===== src/rtl/seq_detect_param.sv =====
// Parametrised serial sequence detector: matches the last LEN enabled samples of x
// against PATTERN, pulses y one cycle later and keeps a saturating match count.
module seq_detect_param #(
    parameter int             LEN     = 4,
    parameter logic [LEN-1:0] PATTERN = 4'b1011,
    parameter bit             OVERLAP = 1'b1,
    parameter int             CNT_W   = 8
) (
    input  logic             clk,
    input  logic             rst,
    input  logic             en,
    input  logic             x,
    input  logic             cnt_clr,
    output logic             y,
    output logic [CNT_W-1:0] match_cnt,
    output logic             cnt_sat
);

    localparam int             FW      = $clog2(LEN + 1);
    localparam logic [FW-1:0]  FULL    = FW'(LEN);
    localparam logic [CNT_W-1:0] CNT_MAX = '1;

    logic [LEN-1:0] hist, hist_n;
    logic [FW-1:0]  fill, fill_n;
    logic           match;

    // fill gates the compare so reset zeros never alias an all-zero pattern
    always_comb begin
        hist_n = {hist[LEN-2:0], x};
        fill_n = (fill == FULL) ? fill : fill + 1'b1;
        match  = en && (fill_n == FULL) && (hist_n == PATTERN);
    end

    always_ff @(posedge clk or posedge rst) begin
        if (rst) begin
            hist <= '0;
            fill <= '0;
            y    <= 1'b0;
        end else begin
            y <= match;
            if (en) begin
                if (match && !OVERLAP) begin
                    hist <= '0;
                    fill <= '0;
                end else begin
                    hist <= hist_n;
                    fill <= fill_n;
                end
            end
        end
    end

    always_ff @(posedge clk or posedge rst) begin
        if (rst) begin
            match_cnt <= '0;
            cnt_sat   <= 1'b0;
        end else if (cnt_clr) begin
            match_cnt <= '0;
            cnt_sat   <= 1'b0;
        end else if (match && match_cnt != CNT_MAX) begin
            match_cnt <= match_cnt + 1'b1;
            cnt_sat   <= (match_cnt + 1'b1 == CNT_MAX);
        end
    end

endmodule


===== config.mk =====
export PLATFORM = sky130hd
export DESIGN_NAME = seq_detect_param
export DESIGN_NICKNAME = d
export VERILOG_FILES = /design/src/rtl/seq_detect_param.sv
export SDC_FILE = /design/constraint.sdc
export NUM_CORES = 1
export LEC_CHECK = 0
export BUFFER_PORTS_ARGS = -buffer_cell sky130_fd_sc_hd__buf_4
export CAP_MARGIN = 25
export CORE_MARGIN = 2
export CORE_UTILIZATION = 58
export DETAILED_ROUTE_END_ITERATION = 12
export PLACE_DENSITY = 0.92
export SETUP_SLACK_MARGIN = 0.3
export SKIP_LAST_GASP = 1
export SLEW_MARGIN = 15
export SYNTH_ARGS = -nofsm -noshare
export SYNTH_HDL_FRONTEND = slang
export SYNTH_SLANG_ARGS = --single-unit

===== constraint.sdc =====
create_clock -name clk -period 4.3 [get_ports clk]
set_input_delay 0.215 -clock clk [delete_from_list [all_inputs] [get_ports clk]]
set_output_delay 0.215 -clock clk [all_outputs]
set_load 0.02 [all_outputs]

# ---- Word-level counts from Yosys, hierarchy flattened
# Cells that the tools add are included.
dict set report word_totals {
  register_bits 16
  output_inout_bits 10
}
dict set report op_classes {
  n_reduce_logical 4
  mux 5
  eq_ne 5
  addsub 2
}
# operator count
set ops {}
lappend ops {{2-to-1 mux 8 bit} 2}
lappend ops {{adder 8 x 1 -> 8 bit, second input constant} 1}
lappend ops {{equality test 8 bit, second input constant} 1}
lappend ops {{inequality test 8 bit, second input constant} 1}
lappend ops {{equality test 3 bit, second input constant} 2}
lappend ops {{equality test 4 bit, second input constant} 1}
lappend ops {{adder 3 x 1 -> 3 bit, second input constant} 1}
lappend ops {{logical AND 1 bit} 3}
lappend ops {{2-to-1 mux 3 bit} 1}
lappend ops {{2-to-1 mux 1 bit} 2}
lappend ops {{nonzero test 2 bit} 1}

# ---- Depth between registers and ports, before layout
dict set report logic_depth {
  depth_word 8
  mapped_depth 7
  depth_no_buf 7
}

# ---- Worst setup path before layout
# OpenSTA, ideal clock, no wires.
dict set report synth_timing {
  kind {register -> register}
  startpoint {register fill[0]}
  endpoint {register match_cnt[7]}
  setup_slack_ns 2.079
  arrival_ns 2.143
  synth_period_minus_slack_ns 2.221
  setup_time_ns 0.078
  n_path_buf 0
  path_stages_with_launch 8
  path_cell_list {dfrtp_1 > inv_1 > ha_1 > nor4b_4 > nor3_2 > or3_4 > or4_1 > a21oi_1}
}
dict set report synth_via {
  elab_chain_len 7
}
# element line
set synth_lines {}
lappend synth_lines {{start: declaration} 24} ;# logic [FW-1:0] fill, fill_n;
lappend synth_lines {{start signal: assignment} 47} ;# fill <= fill_n;
lappend synth_lines {{adder 3 x 1 -> 3 bit or equality test 3 bit (tied branches)} 30} ;# fill_n = (fill == FULL) ? fill : fill + 1'b1;
lappend synth_lines {{2-to-1 mux 3 bit (*)} 30}
lappend synth_lines {{equality test 3 bit (*)} 31} ;# match = en && (fill_n == FULL) && (hist_n == PATTERN);
lappend synth_lines {{logical AND 1 bit (*) (2 in a row)} 31}
lappend synth_lines {{logical AND 1 bit (*)} 60} ;# end else if (match && match_cnt != CNT_MAX) begin
lappend synth_lines {{nonzero test 2 bit (no source line) (*)} -}
lappend synth_lines {{end signal: assignment} 61} ;# match_cnt <= match_cnt + 1'b1;
lappend synth_lines {{end: declaration} 15} ;# output logic [CNT_W-1:0] match_cnt,
# Mark *: on every way between the ends. The rest lies on a longest branch, timed or not.
# A chain may end at the register's enable or synchronous reset.

# ---- Worst setup path after layout
# Same ends and word-level chain as after synthesis.

==> metrics.md <==
| Metric | Value |
|---|---|
| Via count | `707` |
| Final RePlAce weighted congestion | `0.790` |
| Type of the worst min-delay path | `in -> async` |
| Root buf cell | `clkbuf_4` |
| Worst slew margin | `60.6%` |
| Cell chain of the critical path | `inv_1 -> ha_1 -> nor4b_4 -> nor3_2 -> or3_4 -> or4_1 -> a21oi_1` |
| Sequential share of the synthesized area | `43.2%` |
| Status | `finished, violations left` |
| Post-synth EDFFs | `0` |
| Finished Layout Cells | `122` |
| DIE AREA | `1930 sq um` |
| Initial Utilization | `61.5%` |
| Vias per cell | `5.80` |
| FFs w/ async S/R, synth | `100%` |
| Synth Warn # | `0` |
| DRC | `0` |
| DR iter-0 viols | `17` |
| Worst Skew | `0.00156 ns` |
| Crit-path slowest cell | `or4_1` |
| CTS Buf Count | `3` |
| Mean post-synth cell area | `10.1 sq um` |
| CTS sink count | `16` |
| GR Overflow Total | `0` |
| DP HPWL | `1260 um` |
| # nets final | `117` |
| Largest net degree at the start of global routing | `17` |
| Max-slew violation count | `0` |
| TNS Setup | `0 ns` |
| Max Cap Viol | `0` |
| Final WL | `1670 um` |
| CP arrival | `2.59 ns` |
| First-pass GRT wire length | `2860 um` |
| Setup WS post-layout | `1.92 ns` |
| Main synth FF type | `dfrtp_1` |
| Cell variety after synth | `35` |
| Post-Syn Area | `927 sq um` |
| Critical Path Max Stage Delay | `0.47 ns` |
| Synth top area share | `43.2%` |
| CP required | `4.51 ns` |
| Reg clk slew, reported paths | `0.08 ns` |
| Post-cts hold buffer count | `0` |
| Worst-margin pin slew | `0.590 ns` |
| Clk buf depth | `2` |
| Setup crit start | `fill[0]$_DFFE_PP0P_` |
| CORE AREA | `1510 sq um` |
| Io pins | `15` |
| Peak VDD IR | `275 uV` |
| Minimum clock period after layout | `2.38 ns` |
| Initial antenna violation count | `0` |
| Yosys top cell by area | `dfrtp_1` |
| Vias in the first global route | `636` |
| Worst skew pair latency | `0.28 ns` |
| F_max | `420 MHz` |
| # diodes | `0` |
| Post-Place Setup Slack | `1.91 ns` |
| Worst Setup Start Kind | `flip-flop` |
| Worst r2r path cells | `7` |
| Dpl cells | `119` |
| Leakage | `0.456 nW` |
| Wire per inst | `13.7 um` |
| Area grow syn2layout | `14.0%` |
| Reg-to-reg slack, setup | `1.92 ns` |
| Crit Path Category | `reg -> reg` |
| Ranking of synthesized cells by area | `dfrtp_1, xnor2_1, ha_1, nor2_1, mux2_2` |
| Cell count after synthesis | `92` |
| Post-route clock period utilization | `55.4%` |
| Worst hold slack | `-0.00947 ns` |
| Most frequent cells in the layout | `dfrtp_1, buf_4, nor2_1` |
| RSZ-0062 raised after global routing | `no` |
| Commonest non-fill, non-tap cell in the layout | `dfrtp_1` |
| Yosys reg bits | `16` |
| Failing checks | `negative hold slack` |
| Critical path peak fanout | `7` |
| Pwr Density | `390 nW/um^2` |
| R2r endpoint | `match_cnt[7]$_DFFE_PP0P_` |
| Routed Antenna Nets | `0` |
| CP Capture Type | `flip-flop` |
| Row count | `14` |
| CTS tree | `done` |
| Post_cts resized | `0` |
| Layout cells sized above 1 | `22.6%` |
| Worst Setup EP | `match_cnt[7]$_DFFE_PP0P_` |
| Die X | `44.0 um` |
| TritonRoute pass-1 iters | `4` |
| Final hold vios | `16` |
| Final setup viols | `0` |
| Die Y | `44.0 um` |
| Syn_nets | `101` |
| H-tree depth | `1` |
| PortBufs | `14` |
| GRT Total Usage | `20.6%` |
| Worst r2r src | `fill[0]$_DFFE_PP0P_` |
| Post-CTS setup buffer count | `0` |
[cell usage after synthesis (2+ instances only)]
cell	n
a21oi_1	5
dfrtp_1	16
nand3_1	5
mux2_2	3
xnor2_1	7
nor4_1	3
clkbuf_1	2
nor2_1	13
ha_1	4
inv_1	4
nand2_1	5
o21ai_0	2
[where the power goes]
group          total (mW)  internal (mW)  switching [mW]  leakage, nW
clock              0.0758         0.0326          0.0432       0.0138
sequential          0.189          0.170          0.0188        0.210
combinational       0.147         0.0633          0.0842        0.232
total               0.412          0.266           0.146        0.456
[registers in the layout (all words and copies together) (netlist names)]
| name | cells |
|---|---|
| match_cnt | 8 |
| cnt_sat | 1 |
| hist | 3 |
| fill | 3 |
| y | 1 |
[kinds of logic (layout without fill, tap and decap cells)]
logic type	Yosys count	in the layout	share of synthesized area, %
compound gates	13	13	8.64
xor+xnor	8	8	7.56
fa+ha+maj	4	4	5.40
buf+inv	7	21	3.51
flops	16	16	43.2
mux	3	3	3.64
simple gates	41	41	28.1
[stage by stage]
step                      power (mW)  hold slack, ns  instance area, sq um  util (%)
after detailed placement       0.340           0.321                  1030      68.7
after floorplan                0.312           0.129                   927         -
after CTS                      0.417         0.00863                  1060      70.2
final                          0.412        -0.00947                  1060      70.2
after global placement         0.332           0.318                  1030      68.7
after global routing           0.444          0.0416                  1060      70.2
[worst min path at each step]
stage,from,endpoint,cells after the start
floorplan,rst,cnt_sat$_DFFE_PP0P_,1
global placement,rst,y$_DFF_PP0_,2
detailed placement,rst,match_cnt[7]$_DFFE_PP0P_,2
CTS,rst,match_cnt[7]$_DFFE_PP0P_,2
global route,rst,match_cnt[6]$_DFFE_PP0P_,2
finish,rst,match_cnt[7]$_DFFE_PP0P_,2
[final cells by class]
cell class                 instances  area [sq um]
multi-input combinational         69           494
tap                               16          20.0
clock buffer                       3          22.5
timing repair buffer              14           105
fill                             113           449
sequential                        16           400
inverter                           4          15.0
[per-layer routing]
metal	track usage [%]	wire length (um)
met3	5.00	68
met2	33.5	792
met4	10.9	25
met5	0	0
met1	25.1	779
[critical path, delay by kind of cell (launching register included)]
kind,cells,cell delay [ns]
AOI/OAI and AO/OA,1,0.18
and+or+nand+nor,4,1.28
adders and majority gates,1,0.35
DFF,1,0.41
buffers and inverters,1,0.09
(Power assumes the default switching activity.)
